===== src/rtl/timer_bank.sv =====
// timer_bank: NUM_TIMERS independent countdown channels behind one bus window.
// Ports: clk, rst (sync, active-high), sel/addr/write_enable/write_data bus
// slave, read_result (combinational), irq (pending & IM) per channel, irq_any.
module timer_bank #(
  parameter int NUM_TIMERS = 2,
  parameter int COUNT_W    = 32
) (
  input  logic                  clk,
  input  logic                  rst,
  input  logic                  sel,
  input  logic [31:0]           addr,
  input  logic                  write_enable,
  input  logic [31:0]           write_data,
  output logic [31:0]           read_result,
  output logic [NUM_TIMERS-1:0] irq,
  output logic                  irq_any
);

  localparam int CH_W =
    (NUM_TIMERS > 1) ? $clog2(NUM_TIMERS) : 1;

  typedef enum logic [1:0] {
    IDLE   = 2'd0,
    CNT    = 2'd1,
    EXPIRE = 2'd2
  } state_t;

  logic [CH_W-1:0] ch;
  logic [1:0]      rsel;
  logic            ch_ok;
  logic            wr;

  assign ch    = addr[4+CH_W-1:4];
  assign rsel  = addr[3:2];
  assign ch_ok = {{(32-CH_W){1'b0}}, ch} < 32'(NUM_TIMERS);
  assign wr    = sel & write_enable & ch_ok;

  logic [NUM_TIMERS-1:0]              en_v;
  logic [NUM_TIMERS-1:0]              im_v;
  logic [NUM_TIMERS-1:0]              pend_v;
  logic [NUM_TIMERS-1:0][1:0]         mode_v;
  logic [NUM_TIMERS-1:0][COUNT_W-1:0] preset_v;
  logic [NUM_TIMERS-1:0][COUNT_W-1:0] count_v;

  for (genvar i = 0; i < NUM_TIMERS; i++) begin : g_ch
    logic               hit;
    logic               wr_ctrl;
    logic               wr_preset;
    logic               wr_status;
    logic               en_nxt;
    state_t             state;
    logic               en;
    logic               im;
    logic               pending;
    logic [1:0]         mode;
    logic [COUNT_W-1:0] preset;
    logic [COUNT_W-1:0] count;

    assign hit       = wr && (ch == CH_W'(i));
    assign wr_ctrl   = hit && (rsel == 2'd0);
    assign wr_preset = hit && (rsel == 2'd1);
    assign wr_status = hit && (rsel == 2'd3);
    // EN as it will be after this edge; a CPU write overrides the
    // hardware clear and decides whether auto-reload continues.
    assign en_nxt    = wr_ctrl ? write_data[0] : en;

    always_ff @(posedge clk) begin
      if (rst) begin
        state   <= IDLE;
        en      <= 1'b0;
        im      <= 1'b0;
        pending <= 1'b0;
        mode    <= 2'b00;
        preset  <= '0;
        count   <= '0;
      end else begin
        if (wr_ctrl) begin
          en   <= write_data[0];
          mode <= write_data[2:1];
          im   <= write_data[3];
        end
        if (wr_preset)
          preset <= write_data[COUNT_W-1:0];
        if (wr_status && write_data[0])
          pending <= 1'b0;
        unique case (state)
          IDLE: begin
            if (en) begin
              count <= preset;
              state <= CNT;
            end
          end
          CNT: begin
            if (!en) begin
              state <= IDLE;
            end else if (count <= COUNT_W'(1)) begin
              // also catches PRESET=0, so no wrap
              count <= '0;
              state <= EXPIRE;
            end else begin
              count <= count - COUNT_W'(1);
            end
          end
          EXPIRE: begin
            pending <= 1'b1;
            if (mode == 2'b01 && en_nxt) begin
              count <= preset;
              state <= CNT;
            end else begin
              state <= IDLE;
              if (!wr_ctrl)
                en <= 1'b0;
            end
          end
          default: state <= IDLE;
        endcase
      end
    end

    assign en_v[i]     = en;
    assign im_v[i]     = im;
    assign pend_v[i]   = pending;
    assign mode_v[i]   = mode;
    assign preset_v[i] = preset;
    assign count_v[i]  = count;
  end

  always_comb begin
    read_result = '0;
    for (int i = 0; i < NUM_TIMERS; i++) begin
      if (sel && ch_ok && ch == CH_W'(i)) begin
        unique case (1'b1)
          rsel == 2'd0:
            read_result = {28'b0, im_v[i], mode_v[i], en_v[i]};
          rsel == 2'd1:
            read_result = 32'(preset_v[i]);
          rsel == 2'd2:
            read_result = 32'(count_v[i]);
          rsel == 2'd3:
            read_result = {31'b0, pend_v[i]};
        endcase
      end
    end
  end

  assign irq     = pend_v & im_v;
  assign irq_any = |irq;

  logic unused_bits;
  assign unused_bits = ^{addr, write_data};

endmodule


===== config.mk =====
export PLATFORM = sky130hd
export DESIGN_NAME = timer_bank
export DESIGN_NICKNAME = d
export VERILOG_FILES = /design/src/rtl/timer_bank.sv
export SDC_FILE = /design/constraint.sdc
export NUM_CORES = 1
export LEC_CHECK = 0
export CORE_MARGIN = 3
export CORE_UTILIZATION = 39
export CTS_BUF_LIST = sky130_fd_sc_hd__clkbuf_8
export DETAILED_ROUTE_END_ITERATION = 8
export PLACE_DENSITY = 0.57
export RECOVER_POWER = 50
export SYNTH_ARGS = -nofsm -noshare
export SYNTH_HDL_FRONTEND = slang
export SYNTH_SLANG_ARGS = --single-unit

===== constraint.sdc =====
create_clock -name clk -period 9 [get_ports clk]
set_clock_uncertainty 0.2 [all_clocks]
set_input_delay 2.7 -clock clk [delete_from_list [all_inputs] [get_ports clk]]
set_output_delay 2.7 -clock clk [all_outputs]
set_load 0.005 [all_outputs]

==> impl_metrics.py <==
metrics = {
    "outcome": {
        "outcome": "finished with violations",
        "violations": "capacitance limit, slew limit",
    },
    "timing": {
        "finalSetupTns_ns": 0,
        "timing.fmax_mhz": 122.0,
        "post-route-period-util_pct": 91.11,
        "setup_slack_ns": 0.8002,
        "whs_ns": 0.2735,
        "setup-violations-final": 0,
        "rsz0062_at_grt": "no",
        "min_period_ns": 8.200,
        "final-hold-violation-count": 0,
        "timing.slew.headroom_pct": -33.64,
        "slew_violations": 105,
        "worstMarginPinSlew_ns": 2.005,
    },
    "worst_setup_path": {
        "rr_endpoint": "g_ch[0].count[2]$_SDFFE_PP0P_",
        "r2r-start": "g_ch[0].mode[1]$_SDFFE_PP0P_",
        "cp_slowest_cell": "clkdlybuf4s50_1",
        "crit_chain": "dlygate4sd3_1, buf_4, nor2b_4, buf_4, a22oi_1, o22ai_1, clkdlybuf4s50_1",
        "required_ns": 6.10,
        "cpPeakStageDelay_ns": 0.58,
        "r2r_setup_slack_ns": 5.52,
        "cp-end-kind": "output pin",
        "reg2reg_depth": 7,
        "path_common_cell": "buf_4",
        "arrival_ns": 5.30,
        "critPathMaxFanout": 20,
        "critPathKind": "in -> out",
        "startpoint_type": "input port",
    },
    "placed_design": {
        "place_ws_ns": 0.9692,
        "place_inst": 1325,
        "gp_congestion": 0.8159,
        "place_hpwl_mm": 19.60,
        "io_buffers": 73,
    },
    "final_layout": {
        "utilization_pct": 46.58,
        "num_antenna_cells": 0,
        "stdcell_count": 1357,
        "nets": 1151,
        "area_delta_synth_final_pct": 15.80,
        "drive_above_1_share_pct": 7.601,
    },
    "flow_run": {
        "drv_cap": 3,
    },
    "clock_tree": {
        "clk_latency_ns": 0.47,
        "cts_tree": "built",
        "post_cts_buffers": 0,
        "clock_path_buffers": 2,
        "ctsHoldBuffers": 0,
        "path_clk_slew_ns": 0.08,
        "htreeDepth": 4,
        "clockRootBuffer": "clkbuf_8",
        "cts_made_buffers": 17,
        "clock_sinks": 142,
        "cts_resized": 0,
    },
    "drt": {
        "drt-vias-per-instance": 6.066,
        "ant_nets": 0,
        "first_iter_violations": 744,
        "wirelength_mm": 28.01,
        "drc": 0,
        "firstDrtPassIters": 5,
        "wl_per_cell_um": 20.64,
        "vias": 8231,
    },
    "global_routing": {
        "antenna_found_initial": 0,
        "grt_pass1_vias": 7723,
        "track_usage_pct": 25.32,
        "grt_max_degree": 79,
        "grt.overflow.total": 0,
        "grt_pass1_wl_mm": 44.25,
    },
    "synthesis": {
        "synth_flop_cell": "dfxtp_1",
        "ys_types": 67,
        "synthCells": 1053,
        "synth_edf_count": 0,
        "ys_warn_count": 0,
        "syn_avg_cell_area_um2": 7.556,
        "syn_nets": 1125,
        "async_flop_share_pct": 0,
        "yosys_register_bits": 142,
        "syn_area_mm2": 0.007956,
        "yosysSeqAreaShare_pct": 35.73,
    },
    "power_and_ir_drop": {
        "p_leak_nw": 2.930,
        "worst_ir_drop_vdd_v": 0.00008280,
        "powerDensity_mw_per_mm2": 133.6,
    },
    "floorplan": {
        "rows": 51,
        "core-area_mm2": 0.01978,
        "dieArea_mm2": 0.02215,
        "initial_utilization_pct": 40.22,
        "die_x_um": 148.8,
        "io-pin-count": 103,
        "fp.dieH_um": 148.8,
    },
    "min_path": {
        "hp-class": "reg -> reg",
        "worstHoldStart": "g_ch[1].preset[9]$_SDFFE_PP0P_",
        "hold_end": "g_ch[1].preset[9]$_SDFFE_PP0P_",
        "hold_depth": 2,
    },
}
-- placed cells by master, fill, tap and decap left out, types with 19 or more instances in the layout --
cell type        Yosys  layout
nor2_1              52      50
nor3_1              28      28
nand2_1            197     197
o21ai_0             68      69
clkdlybuf4s50_1      0      68
a21oi_1            120     120
o22ai_1             28      28
a32o_1              19      19
nand3_1             32      32
a22oi_1             68      68
inv_1               26      27
dfxtp_1            142     142
-- per-stage QoR --
stage | power (W) | cell area, µm²
global route | 0.001275 | 9214
global placement | 0.0007505 | 8872
detailed placement | 0.0007502 | 8872
floorplan | 0.0007010 | 7956
CTS | 0.001242 | 9240
finish | 0.001231 | 9214
-- cell families after synthesis --
family,Yosys count,synth area share [%]
multiplexers,13,1.981
flip-flops,142,35.73
adder cells (fa/ha/maj),4,0.6291
AO/OA/AOI/OAI,383,31.37
AND/OR/NAND/NOR,393,24.12
buffers and inverters,118,6.164
-- how the worst max path moves through the flow --
stage / start / end / slack, ns / cells after the start
2_1_floorplan: addr[2] / read_result[10] / 1.89 / 6
3_3_place_gp: addr[2] / read_result[31] / 0.95 / 7
3_5_place_dp: addr[2] / read_result[31] / 0.97 / 7
4_1_cts: addr[2] / read_result[29] / 0.93 / 7
5_1_grt: addr[2] / read_result[27] / 0.69 / 7
6_report: addr[2] / read_result[29] / 0.80 / 7
-- layout make-up --
cell class                      instances  area (µm²)
Tap cell                              265       331.6
Inverter                               26       97.59
Timing Repair Buffer                   99       922.1
Clock buffer                           18       247.7
Multi-Input combinational cell        793        4652
Sequential cell                       142        2843
Clock inverter                         14       120.1
Fill cell                            2048       10570
-- report_power, final --
part	internal, W	switching, W	leakage [nW]	total (W)
Combinational	0.0000356	0.0000633	1.61	0.0000989
Clock	0.000224	0.000271	0.175	0.000495
Sequential	0.000632	0.00000437	1.14	0.000637
Total	0.000892	0.000338	2.93	0.00123
-- registers in the layout, summed over array words and instances, names as in the netlist --
signal,count
g_ch.count,64
g_ch.en,2
g_ch.im,2
g_ch.mode,4
g_ch.pending,2
g_ch.preset,64
g_ch.state,4
-- per-layer routing --
metal | up-vias | track usage, % | wire length (µm)
met3 | 22 | 5.378 | 1929
li1 | 3948 | - | -
met2 | 285 | 41.15 | 13130
met5 | - | 0 | 0
met4 | 0 | 4.485 | 299
met1 | 3976 | 35.30 | 12650
-- critical path, delay by kind of cell --
kind,cells,cell delay (ns)
buf+inv,4,1.66
compound gates,2,0.35
simple gates,1,0.57
-- synth_stat cells, types with 3 or more instances --
cell,instances,area share (%)
nor3_1,28,1.8
o22ai_1,28,2.2
o211a_1,3,0.38
a22o_1,3,0.33
a32o_1,19,2.4
nand4_1,7,0.55
nand2b_1,7,0.55
o21ai_0,68,4.3
o32ai_1,15,1.7
nor4_2,4,0.63
mux2i_1,9,1.1
nand2_1,197,9.3
o21ai_1,6,0.38
a211oi_1,6,0.57
nor3_2,4,0.50
o211ai_1,8,0.75
a22oi_1,68,6.4
nor4_1,13,1.0
and4_1,3,0.33
nor2b_1,8,0.63
buf_1,4,0.19
o41ai_1,5,0.55
a31oi_1,4,0.31
buf_6,3,0.42
clkbuf_1,69,3.3
dfxtp_1,142,36
nand3_1,32,2.0
nor2_1,52,2.5
buf_2,14,0.88
and3_1,6,0.47
ha_1,4,0.63
inv_1,26,1.2
a21oi_1,120,7.5
or3_1,5,0.39
nor4_4,5,1.3
and2_1,6,0.47
o31ai_1,5,0.47
a32oi_1,6,0.66
No activity file was read; power rests on OpenSTA's default activity.
